===== config.mk =====
export PLATFORM = sky130hd
export DESIGN_NAME = vga_timing_gen_flat
export DESIGN_NICKNAME = d
export VERILOG_FILES = /design/src/rtl/vga_timing_defs.sv /design/src/rtl/vga_timing_gen_if.sv /design/src/rtl/vga_tdelay.sv /design/src/rtl/vga_timing_gen.sv /design/src/flat_wrapper.sv
export SDC_FILE = /design/constraint.sdc
export NUM_CORES = 1
export LEC_CHECK = 0
export BUFFER_PORTS_ARGS = -buffer_cell sky130_fd_sc_hd__buf_4
export CORE_MARGIN = 4
export CORE_UTILIZATION = 29
export DETAILED_ROUTE_END_ITERATION = 12
export HOLD_SLACK_MARGIN = 0.15
export SLEW_MARGIN = 10
export SYNTH_ARGS = -nofsm -noshare
export SYNTH_HDL_FRONTEND = slang
export SYNTH_HIERARCHICAL = 1
export SYNTH_SLANG_ARGS = --single-unit

===== constraint.sdc =====
create_clock -name iCLK -period 2.99 [get_ports iCLK]
set_input_delay 0.598 -clock iCLK [delete_from_list [all_inputs] [get_ports iCLK]]
set_output_delay 0.598 -clock iCLK [all_outputs]
set_load 0.005 [all_outputs]

===== src/rtl/vga_timing_defs.sv =====
// Shared 640x480@60 defaults, pixel-fetch latency bounds and the line-segment
// decode used by the VGA timing generator.
package vga_timing_defs;

    localparam int unsigned DEF_H_ACT   = 640;
    localparam int unsigned DEF_H_FRONT = 16;
    localparam int unsigned DEF_H_SYNC  = 96;
    localparam int unsigned DEF_H_BACK  = 48;
    localparam int unsigned DEF_V_ACT   = 480;
    localparam int unsigned DEF_V_FRONT = 10;
    localparam int unsigned DEF_V_SYNC  = 2;
    localparam int unsigned DEF_V_BACK  = 33;
    localparam int unsigned DEF_COLOR_W = 4;
    localparam int unsigned DEF_LATENCY = 2;
    localparam int unsigned DEF_CW      = 11;

    localparam int unsigned LAT_MIN = 1;
    localparam int unsigned LAT_MAX = 8;

    // A line (or frame) is front porch, sync, back porch, then active.
    typedef enum logic [1:0] {
        SegFront,
        SegSync,
        SegBack,
        SegAct
    } seg_e;

    function automatic seg_e seg_of(input int unsigned pos, input int unsigned front,
                                    input int unsigned sync, input int unsigned back);
        seg_e seg;
        if (pos < front) begin
            seg = SegFront;
        end else if (pos < front + sync) begin
            seg = SegSync;
        end else if (pos < front + sync + back) begin
            seg = SegBack;
        end else begin
            seg = SegAct;
        end
        return seg;
    endfunction

endpackage


===== src/rtl/vga_timing_gen_if.sv =====
// Host pixel-fetch port: the generator requests a pixel by coordinate and the
// host returns its colour a fixed number of enabled cycles later.
interface vga_timing_gen_if
    import vga_timing_defs::*;
#(
    parameter int unsigned CW      = DEF_CW,
    parameter int unsigned COLOR_W = DEF_COLOR_W
);
    logic               oReq;
    logic [CW-1:0]      oCurrent_X;
    logic [CW-1:0]      oCurrent_Y;
    logic               oFrame_Start;
    logic [COLOR_W-1:0] iRed;
    logic [COLOR_W-1:0] iGreen;
    logic [COLOR_W-1:0] iBlue;

    modport master (
        output oReq, oCurrent_X, oCurrent_Y, oFrame_Start,
        input  iRed, iGreen, iBlue
    );

    modport slave (
        input  oReq, oCurrent_X, oCurrent_Y, oFrame_Start,
        output iRed, iGreen, iBlue
    );
endinterface


===== src/rtl/vga_tdelay.sv =====
// Clock-enabled shift register: o_data is i_data delayed by DEPTH enabled cycles.
module vga_tdelay #(
    parameter int unsigned WIDTH = 1,
    parameter int unsigned DEPTH = 2
) (
    input  logic             i_clk,
    input  logic             i_rst,
    input  logic             i_ce,
    input  logic [WIDTH-1:0] i_data,
    output logic [WIDTH-1:0] o_data
);
    logic [WIDTH-1:0] r_stage [DEPTH];

    always_ff @(posedge i_clk or posedge i_rst) begin
        if (i_rst) begin
            for (int i = 0; i < DEPTH; i++) begin
                r_stage[i] <= '0;
            end
        end else if (i_ce) begin
            r_stage[0] <= i_data;
            for (int i = 1; i < DEPTH; i++) begin
                r_stage[i] <= r_stage[i-1];
            end
        end
    end

    assign o_data = r_stage[DEPTH-1];
endmodule


===== src/rtl/vga_timing_gen.sv =====
// VGA timing generator: pixel requests decoded straight from the counters, with
// syncs and display enable delayed to line up with the host's returned colour.
module vga_timing_gen
    import vga_timing_defs::*;
#(
    parameter int unsigned H_ACT   = DEF_H_ACT,
    parameter int unsigned H_FRONT = DEF_H_FRONT,
    parameter int unsigned H_SYNC  = DEF_H_SYNC,
    parameter int unsigned H_BACK  = DEF_H_BACK,
    parameter int unsigned V_ACT   = DEF_V_ACT,
    parameter int unsigned V_FRONT = DEF_V_FRONT,
    parameter int unsigned V_SYNC  = DEF_V_SYNC,
    parameter int unsigned V_BACK  = DEF_V_BACK,
    parameter bit          HS_POL  = 1'b0,
    parameter bit          VS_POL  = 1'b0,
    parameter int unsigned COLOR_W = DEF_COLOR_W,
    parameter int unsigned LATENCY = DEF_LATENCY,
    parameter int unsigned CW      = DEF_CW
) (
    input  logic               iCLK,
    input  logic               iRST,
    input  logic               iCE,
    vga_timing_gen_if.master   host,
    output logic [COLOR_W-1:0] oVGA_R,
    output logic [COLOR_W-1:0] oVGA_G,
    output logic [COLOR_W-1:0] oVGA_B,
    output logic               oVGA_HS,
    output logic               oVGA_VS,
    output logic               oVGA_DE
);
    localparam int unsigned H_BLANK = H_FRONT + H_SYNC + H_BACK;
    localparam int unsigned V_BLANK = V_FRONT + V_SYNC + V_BACK;
    localparam int unsigned H_TOTAL = H_BLANK + H_ACT;
    localparam int unsigned V_TOTAL = V_BLANK + V_ACT;

    localparam logic [CW-1:0] H_BLANK_C = CW'(H_BLANK);
    localparam logic [CW-1:0] V_BLANK_C = CW'(V_BLANK);
    localparam logic [CW-1:0] H_LAST_C  = CW'(H_TOTAL - 1);
    localparam logic [CW-1:0] V_LAST_C  = CW'(V_TOTAL - 1);

    if (LATENCY < LAT_MIN || LATENCY > LAT_MAX) begin : g_bad_latency
        $error("vga_timing_gen: LATENCY must be within 1..8");
    end
    if (((H_TOTAL - 1) >> CW) != 0 || ((V_TOTAL - 1) >> CW) != 0) begin : g_bad_cw
        $error("vga_timing_gen: CW too narrow for the configured totals");
    end

    logic [CW-1:0] r_h_cont;
    logic [CW-1:0] r_v_cont;
    logic          w_h_last;
    logic          w_v_last;

    assign w_h_last = (r_h_cont == H_LAST_C);
    assign w_v_last = (r_v_cont == V_LAST_C);

    always_ff @(posedge iCLK or posedge iRST) begin
        if (iRST) begin
            r_h_cont <= '0;
            r_v_cont <= '0;
        end else if (iCE) begin
            if (w_h_last) begin
                r_h_cont <= '0;
                r_v_cont <= w_v_last ? '0 : r_v_cont + CW'(1);
            end else begin
                r_h_cont <= r_h_cont + CW'(1);
            end
        end
    end

    seg_e w_h_seg;
    seg_e w_v_seg;
    logic w_active;

    assign w_h_seg  = seg_of(32'(r_h_cont), H_FRONT, H_SYNC, H_BACK);
    assign w_v_seg  = seg_of(32'(r_v_cont), V_FRONT, V_SYNC, V_BACK);
    assign w_active = (w_h_seg == SegAct) && (w_v_seg == SegAct);

    assign host.oReq         = w_active;
    assign host.oCurrent_X   = w_active ? r_h_cont - H_BLANK_C : '0;
    assign host.oCurrent_Y   = w_active ? r_v_cont - V_BLANK_C : '0;
    assign host.oFrame_Start = w_active && (r_h_cont == H_BLANK_C) && (r_v_cont == V_BLANK_C);

    // Bit order: {hs, vs, de}, all active-high before polarity is applied.
    logic [2:0] w_raw;
    logic [2:0] w_dly;

    assign w_raw = {w_h_seg == SegSync, w_v_seg == SegSync, w_active};

    vga_tdelay #(
        .WIDTH(3),
        .DEPTH(LATENCY)
    ) u_tdelay (
        .i_clk (iCLK),
        .i_rst (iRST),
        .i_ce  (iCE),
        .i_data(w_raw),
        .o_data(w_dly)
    );

    assign oVGA_HS = w_dly[2] ? HS_POL : ~HS_POL;
    assign oVGA_VS = w_dly[1] ? VS_POL : ~VS_POL;
    assign oVGA_DE = w_dly[0];
    assign oVGA_R  = w_dly[0] ? host.iRed   : '0;
    assign oVGA_G  = w_dly[0] ? host.iGreen : '0;
    assign oVGA_B  = w_dly[0] ? host.iBlue  : '0;
endmodule


===== src/flat_wrapper.sv =====
// flat-port wrapper written by rule: the top's interface ports become plain ports
module vga_timing_gen_flat import vga_timing_defs::*;
#(
    parameter int unsigned H_ACT   = DEF_H_ACT,
    parameter int unsigned H_FRONT = DEF_H_FRONT,
    parameter int unsigned H_SYNC  = DEF_H_SYNC,
    parameter int unsigned H_BACK  = DEF_H_BACK,
    parameter int unsigned V_ACT   = DEF_V_ACT,
    parameter int unsigned V_FRONT = DEF_V_FRONT,
    parameter int unsigned V_SYNC  = DEF_V_SYNC,
    parameter int unsigned V_BACK  = DEF_V_BACK,
    parameter bit          HS_POL  = 1'b0,
    parameter bit          VS_POL  = 1'b0,
    parameter int unsigned COLOR_W = DEF_COLOR_W,
    parameter int unsigned LATENCY = DEF_LATENCY,
    parameter int unsigned CW      = DEF_CW
)
  (iCLK, iRST, iCE, oVGA_R, oVGA_G, oVGA_B, oVGA_HS, oVGA_VS, oVGA_DE, host_oReq, host_oCurrent_X, host_oCurrent_Y, host_oFrame_Start, host_iRed, host_iGreen, host_iBlue);
  vga_timing_gen_if #(.CW(CW), .COLOR_W(COLOR_W)) host_i ();
  input  logic iCLK;
  input  logic iRST;
  input  logic iCE;
  output logic [COLOR_W-1:0] oVGA_R;
  output logic [COLOR_W-1:0] oVGA_G;
  output logic [COLOR_W-1:0] oVGA_B;
  output logic oVGA_HS;
  output logic oVGA_VS;
  output logic oVGA_DE;
  output wire logic [$bits(host_i.oReq)-1:0] host_oReq;
  output wire logic [$bits(host_i.oCurrent_X)-1:0] host_oCurrent_X;
  output wire logic [$bits(host_i.oCurrent_Y)-1:0] host_oCurrent_Y;
  output wire logic [$bits(host_i.oFrame_Start)-1:0] host_oFrame_Start;
  input wire logic [$bits(host_i.iRed)-1:0] host_iRed;
  input wire logic [$bits(host_i.iGreen)-1:0] host_iGreen;
  input wire logic [$bits(host_i.iBlue)-1:0] host_iBlue;
  assign host_oReq = host_i.oReq;
  assign host_oCurrent_X = host_i.oCurrent_X;
  assign host_oCurrent_Y = host_i.oCurrent_Y;
  assign host_oFrame_Start = host_i.oFrame_Start;
  assign host_i.iRed = host_iRed;
  assign host_i.iGreen = host_iGreen;
  assign host_i.iBlue = host_iBlue;
  vga_timing_gen #(.H_ACT(H_ACT), .H_FRONT(H_FRONT), .H_SYNC(H_SYNC), .H_BACK(H_BACK), .V_ACT(V_ACT), .V_FRONT(V_FRONT), .V_SYNC(V_SYNC), .V_BACK(V_BACK), .HS_POL(HS_POL), .VS_POL(VS_POL), .COLOR_W(COLOR_W), .LATENCY(LATENCY), .CW(CW)) u_core (.iCLK(iCLK), .iRST(iRST), .iCE(iCE), .host(host_i), .oVGA_R(oVGA_R), .oVGA_G(oVGA_G), .oVGA_B(oVGA_B), .oVGA_HS(oVGA_HS), .oVGA_VS(oVGA_VS), .oVGA_DE(oVGA_DE));
endmodule

==> metrics <==
Worst Clk Skew=~0.0044 ns; later-pin clock latency in the skew report=between 0.2 and 0.3 ns; Logic pwr share=0.273; DRC violations left=0; Die ar.=around 0.0084 mm²; pin count of the biggest net entering global routing=23; DR iter-0 viols=76; Critical Path AT=approximately 2.3 ns; TritonCTS clock tree=done; Reg clk slew, reported paths=roughly 0.1 ns; P_leak=around 1.3 nW; die width=91.8 µm; Post-Synthesis Cells=between 200 and 250; dpl cells=approximately 370; initial antenna violation count=0; die height=91.8 µm; most frequent cells in the layout=59 x buf_4, 30 x nor2_1, 27 x dfrtp_1; nets@finish=between 300 and 400; Seq cells post-synth=28; Rows=30; maximum clock frequency=0.348 GHz; final setup fails=0; Worst Tran Pin Value=around 0.90 ns; Post-synth EDFFs=0; mean area per synthesized cell=8.52 µm²; switching portion of total power=0.310; cts hold-fix bufs=0; outcome=completed; DR vias/cell=around 4.8; clk sink count=28; most common cell after layout, fill and taps aside=buf_4; final setup TNS=0 ns; RSZ-0062 raised after global routing=no; Synth area leader=dfrtp_1; starting density of the core=0.300; Mapped Area=between 0.002 and 0.0025 mm²; Final Hold Fails=0; first-pass GRT wire length=8270 µm; clock buffer depth=2; Tmin final=approximately 2.9 ns; Rel. slew slack=0.402; post-placement cell area=0.00248 mm²; net count after synthesis=262; area grow syn2layout=25.9%; pre-CTS setup slack=0.274 ns; Async S/R FF share, synth=1.00; share of cells above drive strength 1=0.267; register area share after synthesis=0.344; Crit Path Category=reg2out; P_int=between 0.7 and 0.8 mW; design area=roughly 0.0026 mm²; ant diodes=0; port buffer count=between 50 and 60; Final Max Slew Viols=0; Reg power frac=0.463; wire per inst=about 13 µm; largest cells by area after synthesis=dfrtp_1 34%, nor2_1 5.5%, ha_1 4.9%; top cell type's share of synthesized area=0.344; dominant synthesized flop cell=dfrtp_1; Non-Filler Instances=approximately 380; Worst Setup Start Kind=flop; Routed WL=5040 µm; Util after Layout=0.377; fin crit share=0.962; H-tree depth=1; Final ANT Viol Nets=0; vias=roughly 1,800; GR Overflow Total=0; vias in the first global route=around 1,700; # Max-Cap Violations=0; worst setup margin=~0.11 ns; Synth cell types=44; min-delay worst type=in2async; Required @ worst endpoint=between 2 and 2.5 ns; TritonRoute pass-1 iters=4; core area=0.00679 mm²; GPL Wtd Cong=between 0.8 and 0.9; total number of yosys warnings=6; root buffer cell=clkbuf_8; sw power=between 0.3 and 0.4 mW; total CTS buffers=3; DP HPWL=between 3000 and 4000 µm; crit-path max FO=7; Total GRT Usage=0.117; Clk network pwr share=0.263; Ports=54; Crit. End Element=output pin; worst vdd rail ir drop=~180 µV; PwrDens=440 mW/mm²
==> Yosys cell counts (2+ instances only) <==
| library cell | instances |
|---|---|
| xnor2_1 | 7 |
| buf_4 | 3 |
| nand3_1 | 9 |
| nor4_1 | 5 |
| nor2_1 | 30 |
| or4_1 | 2 |
| a21oi_1 | 5 |
| o31ai_1 | 2 |
| dfrtp_1 | 28 |
| and2_1 | 12 |
| or3_1 | 3 |
| and3_1 | 2 |
| xor2_1 | 9 |
| nand2_1 | 14 |
| and4_1 | 3 |
| nor3_1 | 9 |
| a21o_1 | 4 |
| o21ai_0 | 10 |
| o21a_1 | 2 |
| inv_1 | 16 |
| nor2b_1 | 3 |
| clkbuf_1 | 14 |
| ha_1 | 8 |
| nand4_1 | 6 |
| buf_6 | 2 |
| a22o_1 | 6 |
| mux2i_1 | 2 |
| mux2_4 | 6 |
| buf_2 | 2 |
==> path summary, 6_finish.rpt <==
kind                                                start                    endpoint  slack [ns]  cells past startpoint
worst max-delay path                   u_core/r_v_cont[7]           host_oFrame_Start        0.11                      5
worst min register to register  u_core/u_tdelay/o_data[1]   u_core/u_tdelay/o_data[1]        0.53                      1
worst min-delay path                                 iRST  u_core/u_tdelay/r_stage[5]        0.23                      2
min in group iCLK               u_core/u_tdelay/o_data[1]   u_core/u_tdelay/o_data[1]        0.53                      1
max in group asynchronous                            iRST          u_core/r_v_cont[7]        1.86                      2
worst max register to register         u_core/r_v_cont[7]  u_core/u_tdelay/r_stage[4]        0.71                      5
==> layer usage <==
metal | GRT usage | vias to the layer above | part of all wire
met5 | 0 | - | 0
met4 | 0.0396 | 0 | 0.014
met3 | 0.0197 | 4 | 0.054
met2 | 0.190 | 45 | 0.45
met1 | 0.157 | 862 | 0.48
li1 | - | 900 | -
==> state kept, by name, indices dropped and copies added, names as in the netlist <==
signal                   count
u_core/u_tdelay/o_data       3
u_core/r_v_cont             11
u_core/r_h_cont             11
u_core/u_tdelay/r_stage      3
==> timing repair <==
| action | CTS | global route |
|---|---|---|
| pin swaps | 1 | 0 |
| cloned | 0 | 0 |
| endpoints found under the setup margin | 1 | 1 |
| gates resized for setup | 1 | 0 |
| buffers inserted | 0 | 2 |
==> power groups by stage <==
stage                     clock network [mW]  registers, mW  logic [mW]
after global routing                   0.320          0.535       0.346
final                                  0.297          0.523       0.309
after detailed placement                   0          0.528       0.311
after CTS                              0.307          0.520       0.313
after floorplan                            0          0.481       0.252
after global placement                     0          0.525       0.307
==> final cells by class <==
| class | instances | area [µm²] |
|---|---|---|
| fillers | 700 | 4230 |
| multi-input cells | 174 | 1170 |
| flip-flops and latches | 28 | 702 |
| repair buffers | 59 | 443 |
| well taps | 96 | 120 |
| inverters | 16 | 60.1 |
| clock buffers | 3 | 41.3 |
| clock inverters | 1 | 30.0 |
==> logic make-up after synthesis <==
group | after synthesis | synth area share
XOR/XNOR | 16 | 0.0688
AO/OA/AOI/OAI | 36 | 0.122
adder cells (fa/ha/maj) | 8 | 0.0492
flip-flops | 28 | 0.344
buffers and inverters | 37 | 0.0824
multiplexers | 8 | 0.0541
AND/OR/NAND/NOR | 106 | 0.279
==> stage by stage <==
| step | hold slack, ns | power, mW |
|---|---|---|
| 2_1_floorplan | 0.389 | 0.733 |
| 3_3_place_gp | 0.501 | 0.832 |
| 3_5_place_dp | 0.502 | 0.839 |
| 4_1_cts | 0.231 | 1.14 |
| 5_1_grt | 0.241 | 1.20 |
| 6_report | 0.230 | 1.13 |
==> critical path, stage by stage, from the launching register on <==
cell and delay, ns:
dfrtp_2 0.45, or3_4 0.39, or3_1 0.37, or3b_1 0.43, nor4_2 0.20, buf_4 0.16
(Power assumes the default switching activity.)
